==> config.mk <==
export PLATFORM = sky130hd
export DESIGN_NAME = ffdown_timer
export DESIGN_NICKNAME = d
export VERILOG_FILES = /design/src/rtl/ffdown_pkg.sv /design/src/rtl/ffdown_bcd.sv /design/src/rtl/ffdown_timer.sv
export SDC_FILE = /design/constraint.sdc
export NUM_CORES = 1
export LEC_CHECK = 0
export CORE_MARGIN = 2
export CORE_UTILIZATION = 53
export DETAILED_ROUTE_END_ITERATION = 8
export HOLD_SLACK_MARGIN = 0.02
export PLACE_DENSITY = 0.79
export SLEW_MARGIN = 20
export SYNTH_ARGS = -nofsm -noshare
export SYNTH_HDL_FRONTEND = slang
export SYNTH_SLANG_ARGS = --single-unit
==> constraint.sdc <==
create_clock -name ck -period 3.3 [get_ports ck]
set_clock_uncertainty 0.05 [all_clocks]
set_input_delay 0.66 -clock ck [delete_from_list [all_inputs] [get_ports ck]]
set_output_delay 0.66 -clock ck [all_outputs]
set_load 0.005 [all_outputs]
==> src/rtl/ffdown_pkg.sv <==
// Shared types and default sizing for the ffdown countdown timer.
package ffdown_pkg;

    localparam int DEF_WIDTH = 5;
    localparam int DEF_MAXV  = 20;

    typedef enum logic [1:0] {
        IDLE = 2'd0,
        RUN  = 2'd1,
        HOLD = 2'd2,
        DONE = 2'd3
    } state_t;

endpackage

==> src/rtl/ffdown_bcd.sv <==
// Combinational binary-to-two-digit decimal split; the caller registers the result.
module ffdown_bcd
    import ffdown_pkg::*;
#(
    parameter int WIDTH = DEF_WIDTH
) (
    input  logic [WIDTH-1:0] bin,
    output logic [1:0]       tens,
    output logic [3:0]       units
);

    // Inputs never exceed MAXV, so the narrow digit casts never lose information.
    always_comb begin
        tens  = 2'(bin / WIDTH'(10));
        units = 4'(bin % WIDTH'(10));
    end

endmodule

==> src/rtl/ffdown_timer.sv <==
// Loadable countdown timer with hold, terminal-count pulse and optional periodic reload.
module ffdown_timer
    import ffdown_pkg::*;
#(
    parameter int WIDTH  = DEF_WIDTH,
    parameter int MAXV   = DEF_MAXV,
    parameter bit RELOAD = 1'b0
) (
    input  logic             ck,
    input  logic             rs,
    input  logic             ld,
    input  logic [WIDTH-1:0] d,
    input  logic             start,
    input  logic             hold,
    output logic [WIDTH-1:0] q,
    output logic [1:0]       tens,
    output logic [3:0]       units,
    output logic             busy,
    output logic             tc
);

    localparam logic [WIDTH-1:0] MAX_Q = WIDTH'(MAXV);
    localparam logic [WIDTH-1:0] ONE_Q = WIDTH'(1);

    state_t           state, state_n;
    logic [WIDTH-1:0] rv, rv_n, q_n, d_clamp;
    logic             tc_n;
    logic [1:0]       tens_n;
    logic [3:0]       units_n;

    assign d_clamp = (d > MAX_Q) ? MAX_Q : d;
    assign busy    = (state == RUN) || (state == HOLD);

    always_ff @(negedge ck or posedge rs) begin
        if (rs) state <= IDLE;
        else    state <= state_n;
    end

    // NOTE: every output of this block gets a default first, so no path can infer a latch.
    always_comb begin
        state_n = state;
        q_n     = q;
        rv_n    = rv;
        tc_n    = 1'b0;
        if (ld) begin
            rv_n    = d_clamp;
            q_n     = d_clamp;
            state_n = IDLE;
        end else begin
            unique case (state)
                IDLE: if (start && q != '0) state_n = RUN;
                RUN: begin
                    if (hold) begin
                        state_n = HOLD;
                    end else if (q > ONE_Q) begin
                        q_n = q - ONE_Q;
                    end else if (q == ONE_Q) begin
                        tc_n = 1'b1;
                        if (RELOAD) begin
                            q_n = rv;
                        end else begin
                            q_n     = '0;
                            state_n = DONE;
                        end
                    end
                end
                HOLD: if (!hold) state_n = RUN;
                DONE: begin
                    if (start && rv != '0) begin
                        q_n     = rv;
                        state_n = RUN;
                    end
                end
                default: state_n = IDLE;
            endcase
        end
    end

    // Digits are derived from the next count so they register alongside q without skew.
    ffdown_bcd #(.WIDTH(WIDTH)) u_bcd (
        .bin   (q_n),
        .tens  (tens_n),
        .units (units_n)
    );

    // NOTE: sequential state uses non-blocking assignments so all registers update together.
    always_ff @(negedge ck or posedge rs) begin
        if (rs) begin
            q     <= '0;
            rv    <= '0;
            tc    <= 1'b0;
            tens  <= 2'd0;
            units <= 4'd0;
        end else begin
            q     <= q_n;
            rv    <= rv_n;
            tc    <= tc_n;
            tens  <= tens_n;
            units <= units_n;
        end
    end

endmodule
==> impl_metrics.tcl <==
set metrics [dict create \
    status "finished, violations left" \
    violations "setup timing" \
    netlist_area_um2 1420 \
    vias 1630 \
    rsz0062_at_grt "yes" \
    die_w_um 55.7 \
    worstReg2RegStart "state[0]$_DFFE_NP0P_" \
    ys_seq_area_frac 0.318 \
    dp_cells 237 \
    endpoint_kind "register" \
    min_from "rv[2]$_DFFE_NP0P_" \
    finalWorstSetupSlack_ps -1110 \
    ys_ff_latch 18 \
    hold_class "reg2reg" \
    avgViaCountPerCell 6.29 \
    final_cell_count_no_fill 259 \
    worstSetupPathType "in2reg" \
    antenna_found_initial 0 \
    worstHoldPathCells 1 \
    drive_gt1_frac 0.520 \
    powerDensity_nw_per_um2 588 \
    gp_congestion 0.905 \
    cp_max_fo 4 \
    synth_cells 153 \
    finalHoldViolCount 0 \
    drv_slew 0 \
    setup_viol 11 \
    startpoint_type "input port" \
    cp_data_arrival_time_ps 2850 \
    tns_ps -6260 \
    async_flop_share 1.00 \
    dieArea_um2 3100 \
    tightest_slew_ps 496 \
    routed_wl_um 5300 \
    root_buffer "clkbuf_4" \
    pin_count 23 \
    synth_top_area_frac 0.318 \
    io_buffers 22 \
    synth_edf_count 0 \
    grt_pass1_wl_um 7730 \
    gr-usage-met1 0.389 \
    synth_cell_types 48 \
    syn2layout_area_growth_pct 60.4 \
    cts_sinks 18 \
    synth_warnings 0 \
    clockBufferDepth 2 \
    reg2reg_depth 15 \
    drcViolationCount 0 \
    gr-max-usage-layer "met2" \
    maxSlewHeadroom 0.669 \
    grt_max_degree 19 \
    gr-usage-met2 0.544 \
    ant_nets 0 \
    drt_pass1_iterations 4 \
    critPathRequiredTime_ps 1740 \
    leakagePower_nw 1.05 \
    fp-row-count 18 \
    yosys-top-cells-area "dfrtn_1 (32%), ha_1 (9.7%), inv_1 (4.5%)" \
    wl_per_cell_um 20.5 \
    core_area_um2 2500 \
    maxCapViolCount 0 \
    yosysTopAreaCell "dfrtn_1" \
    dp_hpwl_um 2930 \
    synth_nets 174 \
    h-tree-depth 1 \
    nets 251 \
    hold_slack_ps 507 \
    avgSynthCellArea_um2 9.27 \
    initial_core_util 0.567 \
    use_met3 0.0512 \
    drtIter0Drc 98 \
    grtUsageTotal 0.320 \
    r2r_slack_ps -70 \
    clkTransAtPathRegs_ps 80 \
    min_to "rv[2]$_DFFE_NP0P_" \
    die_h_um 55.7 \
    grt_pass1_vias 1601 \
    postCtsHoldBufs 0 \
    grt_overflow 0 \
    clk_latency_ps 310 \
    cts_tree "done" \
    ir_drop_v 0.000655 \
    cts_buffers 3 \
    r2r_end "units[3]$_DFF_NP0_" \
    antenna_cells 0 \
    synthFlopType "dfrtn_1" \
]
## layer usage
metal / vias up / share of wire
met4: 0 / 0.062
met2: 115 / 0.48
met1: 772 / 0.37
met3: 47 / 0.081
li1: 696 / -
met5: - / 0
## final cells by class
type                       count  area (um^2)
timing repair buffer          78          658
sequential                    18          450
multi-input combinational    112         1020
inverter                      17         66.3
clock buffer                   4         36.3
fill                         102          226
tap                           30         37.5
## cells by family (layout without fill, tap and decap cells)
family,count (synthesis),after routing,share of synthesized area
compound gates,42,42,0.229
flops,18,18,0.318
xor+xnor,1,1,0.0115
buf+inv,23,99,0.0830
fa+ha+maj,11,11,0.0971
mux,5,5,0.0406
simple gates,53,53,0.221
## placed cells by master (no fill, tap or decap), drive strengths merged, types with 7 or more instances in the layout
cell / n
o21ai: 10
ha: 11
dfrtn: 18
nor2: 9
inv: 17
a21oi: 7
nand2: 7
clkbuf: 10
buf: 62
## what timing repair did
| item | in CTS | in global routing |
|---|---|---|
| gates cloned | 0 | 0 |
| resized for setup | 69 | 35 |
| pin swaps | 19 | 9 |
| buffers inserted | 13 | 7 |
| setup endpoints to repair | 27 | 22 |
## per-stage QoR
stage	area (um^2)	util	setup WS, ps	total power (W)
2_1_floorplan	1480	-	-1290	0.000688
3_3_place_gp	1960	0.786	-1790	0.000964
3_5_place_dp	1960	0.786	-1920	0.000995
4_1_cts	2170	0.866	-884	0.00120
5_1_grt	2270	0.909	-1180	0.00139
6_report	2270	0.909	-1110	0.00134
## synth_stat cells (2+ instances only)
cell and count:
nand2b_1 4, nand2_1 7, nor4_1 2, inv_1 17
clkbuf_8 2, a211o_1 3, mux2i_1 2, nor3b_1 2
clkbuf_1 2, dfrtn_1 18, a21oi_1 7, nand4_1 2
nor2_1 9, and3_2 2, nor3_1 3, nor2b_1 2
nand3_1 6, or2b_2 3, and2_2 3, a311oi_1 2
mux2_2 2, o21ai_1 2, a31oi_1 4, o21a_1 3
o21ai_0 7, ha_1 11, nand3b_1 2, nor4b_1 2
a21o_2 2, o22ai_1 2
## report_power, final
part / leakage [nW] / internal (W) / switching [W] / total, W
Combinational: 0.808 / 0.000447 / 0.000434 / 0.000882
Clock: 0.0210 / 0.0000675 / 0.0000817 / 0.000149
Sequential: 0.223 / 0.000279 / 0.0000277 / 0.000306
Total: 1.05 / 0.000794 / 0.000544 / 0.00134
## flip-flops by register name (all words and copies together), names as in the netlist
name,count
units,4
tens,2
rv,5
tc,1
q,4
state,2
## worst max-delay path by stage
stage,start,endpoint,slack (ps)
detailed placement,start,units[3]$_DFF_NP0_,-1920
floorplan,start,units[3]$_DFF_NP0_,-1290
global placement,start,units[3]$_DFF_NP0_,-1790
finish,hold,tens[0]$_DFF_NP0_,-1110
CTS,hold,units[2]$_DFF_NP0_,-880
global route,hold,tens[0]$_DFF_NP0_,-1180
## critical path, stage by stage
cell and delay, ps:
buf_8 110, buf_4 130, nand3b_1 220, buf_4 190, nor4b_1 390, a211o_1 260, o211ai_4 120, xnor2_2 160
ha_2 220, a21oi_4 160, a21o_2 150, nand2_1 70
Note: power is estimated with default switching activity, not from simulation.
